--- config.mk ---
export PLATFORM = sky130hd
export DESIGN_NAME = uart_rx_framer
export DESIGN_NICKNAME = d
export VERILOG_FILES = /design/src/rtl/uart_rx_framer.sv
export SDC_FILE = /design/constraint.sdc
export NUM_CORES = 1
export LEC_CHECK = 0
export ABC_CLOCK_PERIOD_IN_PS = 1600
export BUFFER_PORTS_ARGS = -buffer_cell sky130_fd_sc_hd__buf_2
export CAP_MARGIN = 10
export CORE_MARGIN = 4
export CORE_UTILIZATION = 53
export CTS_BUF_LIST = sky130_fd_sc_hd__clkbuf_2
export DETAILED_ROUTE_END_ITERATION = 8
export GPL_ROUTABILITY_DRIVEN = 0
export PLACE_DENSITY = 0.81
export SLEW_MARGIN = 20
export SYNTH_ARGS = -nofsm -noshare
export SYNTH_HDL_FRONTEND = slang
export SYNTH_SLANG_ARGS = --single-unit
--- constraint.sdc ---
create_clock -name clk -period 1.6 [get_ports clk]
set_clock_uncertainty 0.15 [all_clocks]
set_input_delay 0.32 -clock clk [delete_from_list [all_inputs] [get_ports clk]]
set_output_delay 0.32 -clock clk [all_outputs]
set_load 0.05 [all_outputs]
--- src/rtl/uart_rx_framer.sv ---
// UART receive framer: synchronises rx, samples data bits at mid-bit on the 16x s_tick
// and reports each byte with framing/break status. Define UART_RX_PARITY_EN to add a parity bit.
module uart_rx_framer #(
    parameter int DATA_WIDTH = 8,
    parameter int TIME       = 16
`ifdef UART_RX_PARITY_EN
    ,
    parameter bit PARITY_ODD = 1'b0
`endif
) (
    input  logic                  clk,
    input  logic                  reset,
    input  logic                  rx,
    input  logic                  s_tick,
    output logic [DATA_WIDTH-1:0] rx_out,
    output logic                  rx_done_tick,
    output logic                  frame_err,
    output logic                  break_det,
    output logic                  parity_err
);

    localparam int CW = $clog2(TIME);
    localparam int NW = (DATA_WIDTH > 1) ? $clog2(DATA_WIDTH) : 1;

    typedef enum logic [2:0] {
        S_IDLE,
        S_START,
        S_DATA,
        S_STOP
`ifdef UART_RX_PARITY_EN
        ,
        S_PARITY
`endif
    } state_t;

    logic                  rx_meta_q, rx_s_q, rx_prev_q;
    state_t                state_q, state_d;
    logic [CW-1:0]         cnt_q, cnt_d;
    logic [NW-1:0]         nbit_q, nbit_d;
    logic [DATA_WIDTH-1:0] shreg_q, shreg_d;
    logic [DATA_WIDTH-1:0] rx_out_q, rx_out_d;
    logic                  done_q, done_d;
    logic                  frame_err_q, frame_err_d;
    logic                  break_q, break_d;
    logic                  fall_edge;
    logic                  cnt_half, cnt_full;
`ifdef UART_RX_PARITY_EN
    logic                  par_bit_q, par_bit_d;
    logic                  par_err_q, par_err_d;
`endif

    // Two-flop synchroniser plus one delayed copy for edge detection; idle level is high.
    always_ff @(posedge clk or negedge reset) begin
        if (!reset) begin
            rx_meta_q <= 1'b1;
            rx_s_q    <= 1'b1;
            rx_prev_q <= 1'b1;
        end else begin
            rx_meta_q <= rx;
            rx_s_q    <= rx_meta_q;
            rx_prev_q <= rx_s_q;
        end
    end

    assign fall_edge = rx_prev_q & ~rx_s_q;
    assign cnt_half  = (cnt_q == CW'(TIME / 2 - 1));
    assign cnt_full  = (cnt_q == CW'(TIME - 1));

    always_comb begin
        // NOTE: every next-state value gets a default first, so no path through the case infers a latch.
        state_d     = state_q;
        cnt_d       = cnt_q;
        nbit_d      = nbit_q;
        shreg_d     = shreg_q;
        rx_out_d    = rx_out_q;
        done_d      = 1'b0;
        frame_err_d = frame_err_q;
        break_d     = break_q;
`ifdef UART_RX_PARITY_EN
        par_bit_d   = par_bit_q;
        par_err_d   = par_err_q;
`endif
        unique case (state_q)
            S_IDLE: begin
                if (fall_edge) begin
                    state_d     = S_START;
                    cnt_d       = '0;
                    frame_err_d = 1'b0;
                    break_d     = 1'b0;
`ifdef UART_RX_PARITY_EN
                    par_err_d   = 1'b0;
`endif
                end
            end
            S_START: begin
                if (s_tick) begin
                    if (cnt_half) begin
                        // A start bit that is high again at mid-bit was a glitch.
                        state_d = rx_s_q ? S_IDLE : S_DATA;
                        cnt_d   = '0;
                        nbit_d  = '0;
                    end else begin
                        cnt_d = cnt_q + CW'(1);
                    end
                end
            end
            S_DATA: begin
                if (s_tick) begin
                    if (cnt_full) begin
                        cnt_d   = '0;
                        shreg_d = {rx_s_q, shreg_q[DATA_WIDTH-1:1]};
                        if (nbit_q == NW'(DATA_WIDTH - 1)) begin
`ifdef UART_RX_PARITY_EN
                            state_d = S_PARITY;
`else
                            state_d = S_STOP;
`endif
                        end else begin
                            nbit_d = nbit_q + NW'(1);
                        end
                    end else begin
                        cnt_d = cnt_q + CW'(1);
                    end
                end
            end
`ifdef UART_RX_PARITY_EN
            S_PARITY: begin
                if (s_tick) begin
                    if (cnt_full) begin
                        cnt_d     = '0;
                        par_bit_d = rx_s_q;
                        state_d   = S_STOP;
                    end else begin
                        cnt_d = cnt_q + CW'(1);
                    end
                end
            end
`endif
            S_STOP: begin
                if (s_tick) begin
                    if (cnt_full) begin
                        // Leave at mid-stop so the next start edge always finds us in IDLE.
                        state_d     = S_IDLE;
                        cnt_d       = '0;
                        rx_out_d    = shreg_q;
                        done_d      = 1'b1;
                        frame_err_d = ~rx_s_q;
`ifdef UART_RX_PARITY_EN
                        break_d     = ~rx_s_q & (shreg_q == '0) & ~par_bit_q;
                        par_err_d   = ((^shreg_q) ^ par_bit_q) != PARITY_ODD;
`else
                        break_d     = ~rx_s_q & (shreg_q == '0);
`endif
                    end else begin
                        cnt_d = cnt_q + CW'(1);
                    end
                end
            end
            default: state_d = S_IDLE;
        endcase
    end

    always_ff @(posedge clk or negedge reset) begin
        if (!reset) begin
            state_q     <= S_IDLE;
            cnt_q       <= '0;
            nbit_q      <= '0;
            shreg_q     <= '0;
            rx_out_q    <= '0;
            done_q      <= 1'b0;
            frame_err_q <= 1'b0;
            break_q     <= 1'b0;
`ifdef UART_RX_PARITY_EN
            par_bit_q   <= 1'b0;
            par_err_q   <= 1'b0;
`endif
        end else begin
            // NOTE: state registers use non-blocking assignments so every flop samples pre-edge values.
            state_q     <= state_d;
            cnt_q       <= cnt_d;
            nbit_q      <= nbit_d;
            shreg_q     <= shreg_d;
            rx_out_q    <= rx_out_d;
            done_q      <= done_d;
            frame_err_q <= frame_err_d;
            break_q     <= break_d;
`ifdef UART_RX_PARITY_EN
            par_bit_q   <= par_bit_d;
            par_err_q   <= par_err_d;
`endif
        end
    end

    assign rx_out       = rx_out_q;
    assign rx_done_tick = done_q;
    assign frame_err    = frame_err_q;
    assign break_det    = break_q;
`ifdef UART_RX_PARITY_EN
    assign parity_err   = par_err_q;
`else
    assign parity_err   = 1'b0;
`endif

endmodule
==> summary.md <==
| Metric | Value |
|---|---|
| Core Area | `between 2000 and 2500 um2` |
| Overall Global Routing Usage | `about 20%` |
| Ports | `16` |
| Iter 0 DRT Violations | `21` |
| Global-route wire length before repair | `a little over 5 mm` |
| Ranking of synthesized cells by area | `dfrtp_1 (50%), mux2_2 (15%), dfstp_2 (5.6%)` |
| Yosys top cell by area | `dfrtp_1` |
| Final Critical Period | `1.70 ns` |
| Violated checks | `setup timing` |
| Slowest CP cell | `or4b_4` |
| Clock sinks | `31` |
| Total grt overflow | `0` |
| Max Clock Freq | `roughly 0.59 GHz` |
| Non-Filler Instances | `~190` |
| Crit path capture type | `flop` |
| Switching part of the total | `roughly two fifths` |
| Final setup vio count | `22` |
| Synth top area share | `around half` |
| Final period utilization | `106%` |
| Top_reg_cell synth | `dfrtp_1` |
| Post-Synthesis Mean Instance Area | `around 13 um2` |
| Worst path bufs/invs | `0` |
| Unrepaired setup endpoints after global routing | `true` |
| DR WL/cell | `~16 um` |
| Die area | `3530 um2` |
| Place WS | `-0.104 ns` |
| Combinational power share | `42.5%` |
| Clock Tree Buf Depth | `2` |
| Share of cells above drive strength 1 | `between 50% and 60%` |
| Pwr/cell area | `about 1300 nW/um2` |
| Worst-path clk slew | `0.16 ns` |
| Area grow syn2layout | `36.3%` |
| I/O Buffers | `14` |
| Vias in the first global route | `1068` |
| Largest net degree at the start of global routing | `32` |
| Worst endpoint data arrival time | `approximately 1.8 ns` |
| Crit path from | `state_q[1]$_DFFE_PN0P_` |
| Synth top cells by count | `dfrtp_1 (28), mux2_2 (19), nand2_1 (6), nand3_1 (6), inv_1 (5)` |
| Routed Antenna Nets | `0` |
| Internal power | `approximately 0.0015 W` |
| Seq/Total Area, Yosys | `55.7%` |
| DR pass1 iterations | `4` |
| Hold path depth | `3` |
| Max Cap Viol | `0` |
| Status | `complete, but fails checks` |
| Critical Path RT | `~1.7 ns` |
| Yosys warns | `0` |
| Vias | `between 1000 and 1500` |
| Clock Tree Root | `clkbuf_2` |
| R2r worst-path depth | `3` |
| CTS Buf Count | `5` |
| EDFF count, synth | `0` |
| WS Path Type | `flop to flop` |
| Worst r2r src | `state_q[1]$_DFFE_PN0P_` |
| Initial Utilization | `roughly 56%` |
| Flop pwr share | `between 40 and 50%` |
| FFs w/ async S/R, synth | `100%` |
| Static Leak | `around 0.95 nW` |
| Detailed Place HPWL | `1.89 mm` |
| Initial antenna violation count | `0` |
| Delay-heaviest family, CP | `simple AND/OR/NAND/NOR gates` |
| Crit-path cells | `or4b_4 > o21ai_4 > mux2_4` |
| Switch Pwr | `between 0.0009 and 0.001 W` |
| Mapped Area | `between 1000 and 1500 um2` |
| Num rows | `18` |
| Worst setup SP type | `flop` |
| Nets@finish | `~170` |
| Final Max Slew Viols | `0` |
| Final instance area | `1910 um2` |
| Hold Violations, Final | `0` |
| Placed insts | `173` |
| Max incr delay on CP | `roughly 0.60 ns` |
| Setup ws final | `-0.102 ns` |
| Netlist cell types | `36` |
| Count leader, synth | `dfrtp_1` |
| # DRC | `0` |
| # fillers | `roughly 140` |
| Dpl cell area | `approximately 1700 um2` |
| Critical path depth in cells | `3` |
| Worst-Skew Late Latency | `~0.36 ns` |
| Post-synthesis cell count | `110` |
| Die X | `about 59 um` |
| Hold WC Path Type | `input port to flop` |
| Syn nets | `117` |
| Yosys reg bits | `31` |
| H-tree depth | `2` |
| Vias/cell | `roughly 5.5` |
| Clock power frac | `14.9%` |
| VDD IR max | `~0.0010 V` |
| Total wire length | `3.07 mm` |
| Die Span Y | `approximately 59 um` |
| Hold_sp | `s_tick` |
| CTS tree | `done` |
| Antenna fix cells | `0` |
| CP max FO | `4` |
==> worst min-delay path: stages <==
cell      delay [ns]
buf_2           0.14
o211ai_1        0.18
o21ai_2         0.06
==> metrics by stage <==
stage / TNS [ns] / hold WS [ns] / power, W / utilization (%)
after floorplan: -1.30 / -0.126 / 0.00158 / -
after global placement: -0.407 / 0.195 / 0.00182 / 67.7
after detailed placement: -1.05 / 0.199 / 0.00185 / 67.7
after CTS: -0.868 / 0.156 / 0.00235 / 74.1
after global routing: -2.55 / 0.195 / 0.00259 / 76.3
final: -1.24 / 0.207 / 0.00245 / 76.3
==> flip-flops by register name, indices dropped and copies added (netlist names) <==
name          count
break_det         1
cnt_q             4
frame_err         1
nbit_q            3
rx_done_tick      1
rx_meta_q         1
rx_out            8
rx_prev_q         1
rx_s_q            1
shreg_q           8
state_q           2
==> cell usage in the layout (no fill, tap or decap), types with 2 or more instances in the layout <==
| master | instances |
|---|---|
| dfrtp_1 | 28 |
| buf_4 | 26 |
| buf_2 | 14 |
| mux2_4 | 10 |
| mux2_2 | 9 |
| nand2_1 | 6 |
| nand3_2 | 5 |
| inv_1 | 5 |
| clkbuf_2 | 5 |
| o21ai_1 | 3 |
| a31oi_1 | 3 |
| buf_6 | 3 |
| dfstp_2 | 3 |
| o211ai_1 | 2 |
| mux2i_1 | 2 |
| or4_2 | 2 |
| ha_4 | 2 |
| clkinv_1 | 2 |
| dlygate4sd3_1 | 2 |
==> power groups by stage <==
stage	Clock (W)	Combinational [W]	Sequential (W)
after CTS	0.000380	0.000937	0.00103
after global placement	0	0.000797	0.00103
final	0.000366	0.00104	0.00105
after floorplan	0	0.000473	0.00111
after detailed placement	0	0.000821	0.00103
after global routing	0.000408	0.00112	0.00106
==> timing repair <==
| action | CTS | global route |
|---|---|---|
| pin swaps | 3 | 4 |
| hold endpoints to repair | 29 | 0 |
| resized for setup | 11 | 14 |
| hold buffers | 2 | 0 |
| cloned | 0 | 0 |
| setup endpoints to repair | 22 | 27 |
| buffers inserted | 5 | 1 |
==> area by class of cell <==
class                           count  area [um2]  share of cell area, %
Tap cell                           30        37.5                   1.97
Clock buffer                        5        25.0                   1.31
Clock inverter                      3        15.0                  0.787
Multi-Input combinational cell     68         689                   36.1
Sequential cell                    31         779                   40.9
Inverter                            6        22.5                   1.18
Timing Repair Buffer               46         339                   17.8
==> worst paths after layout <==
path / end / slack [ns]
max: break_det$_DFFE_PN0P_ / -0.10
min: cnt_q[2]$_DFFE_PN0P_ / 0.21
max reg2reg: break_det$_DFFE_PN0P_ / -0.10
min reg2reg: rx_s_q$_DFF_PN1_ / 0.22
max in group asynchronous: rx_meta_q$_DFF_PN1_ / 0.65
min in group asynchronous: rx_out[1]$_DFFE_PN0P_ / 0.31
==> per-layer routing <==
layer / routed length [um] / global-route usage, % / vias to the layer above
met3: 173 / 7.41 / 11
met1: 1290 / 23.1 / 515
met2: 1530 / 32.8 / 33
met5: 0 / 0 / -
met4: 74 / 10.7 / 0
li1: - / - / 489
==> cells by family (layout without fill, tap and decap cells) <==
family / after synthesis / after routing / share of synthesized area (%)
compound gates: 15 / 15 / 6.97
fa+ha+maj: 3 / 3 / 2.68
flops: 31 / 31 / 55.7
simple gates: 27 / 27 / 12.5
other cells: 1 / 1 / 0.268
xor+xnor: 1 / 1 / 0.626
mux: 21 / 21 / 16.7
buf+inv: 11 / 60 / 4.56
Power figures use the tool's default switching activity.
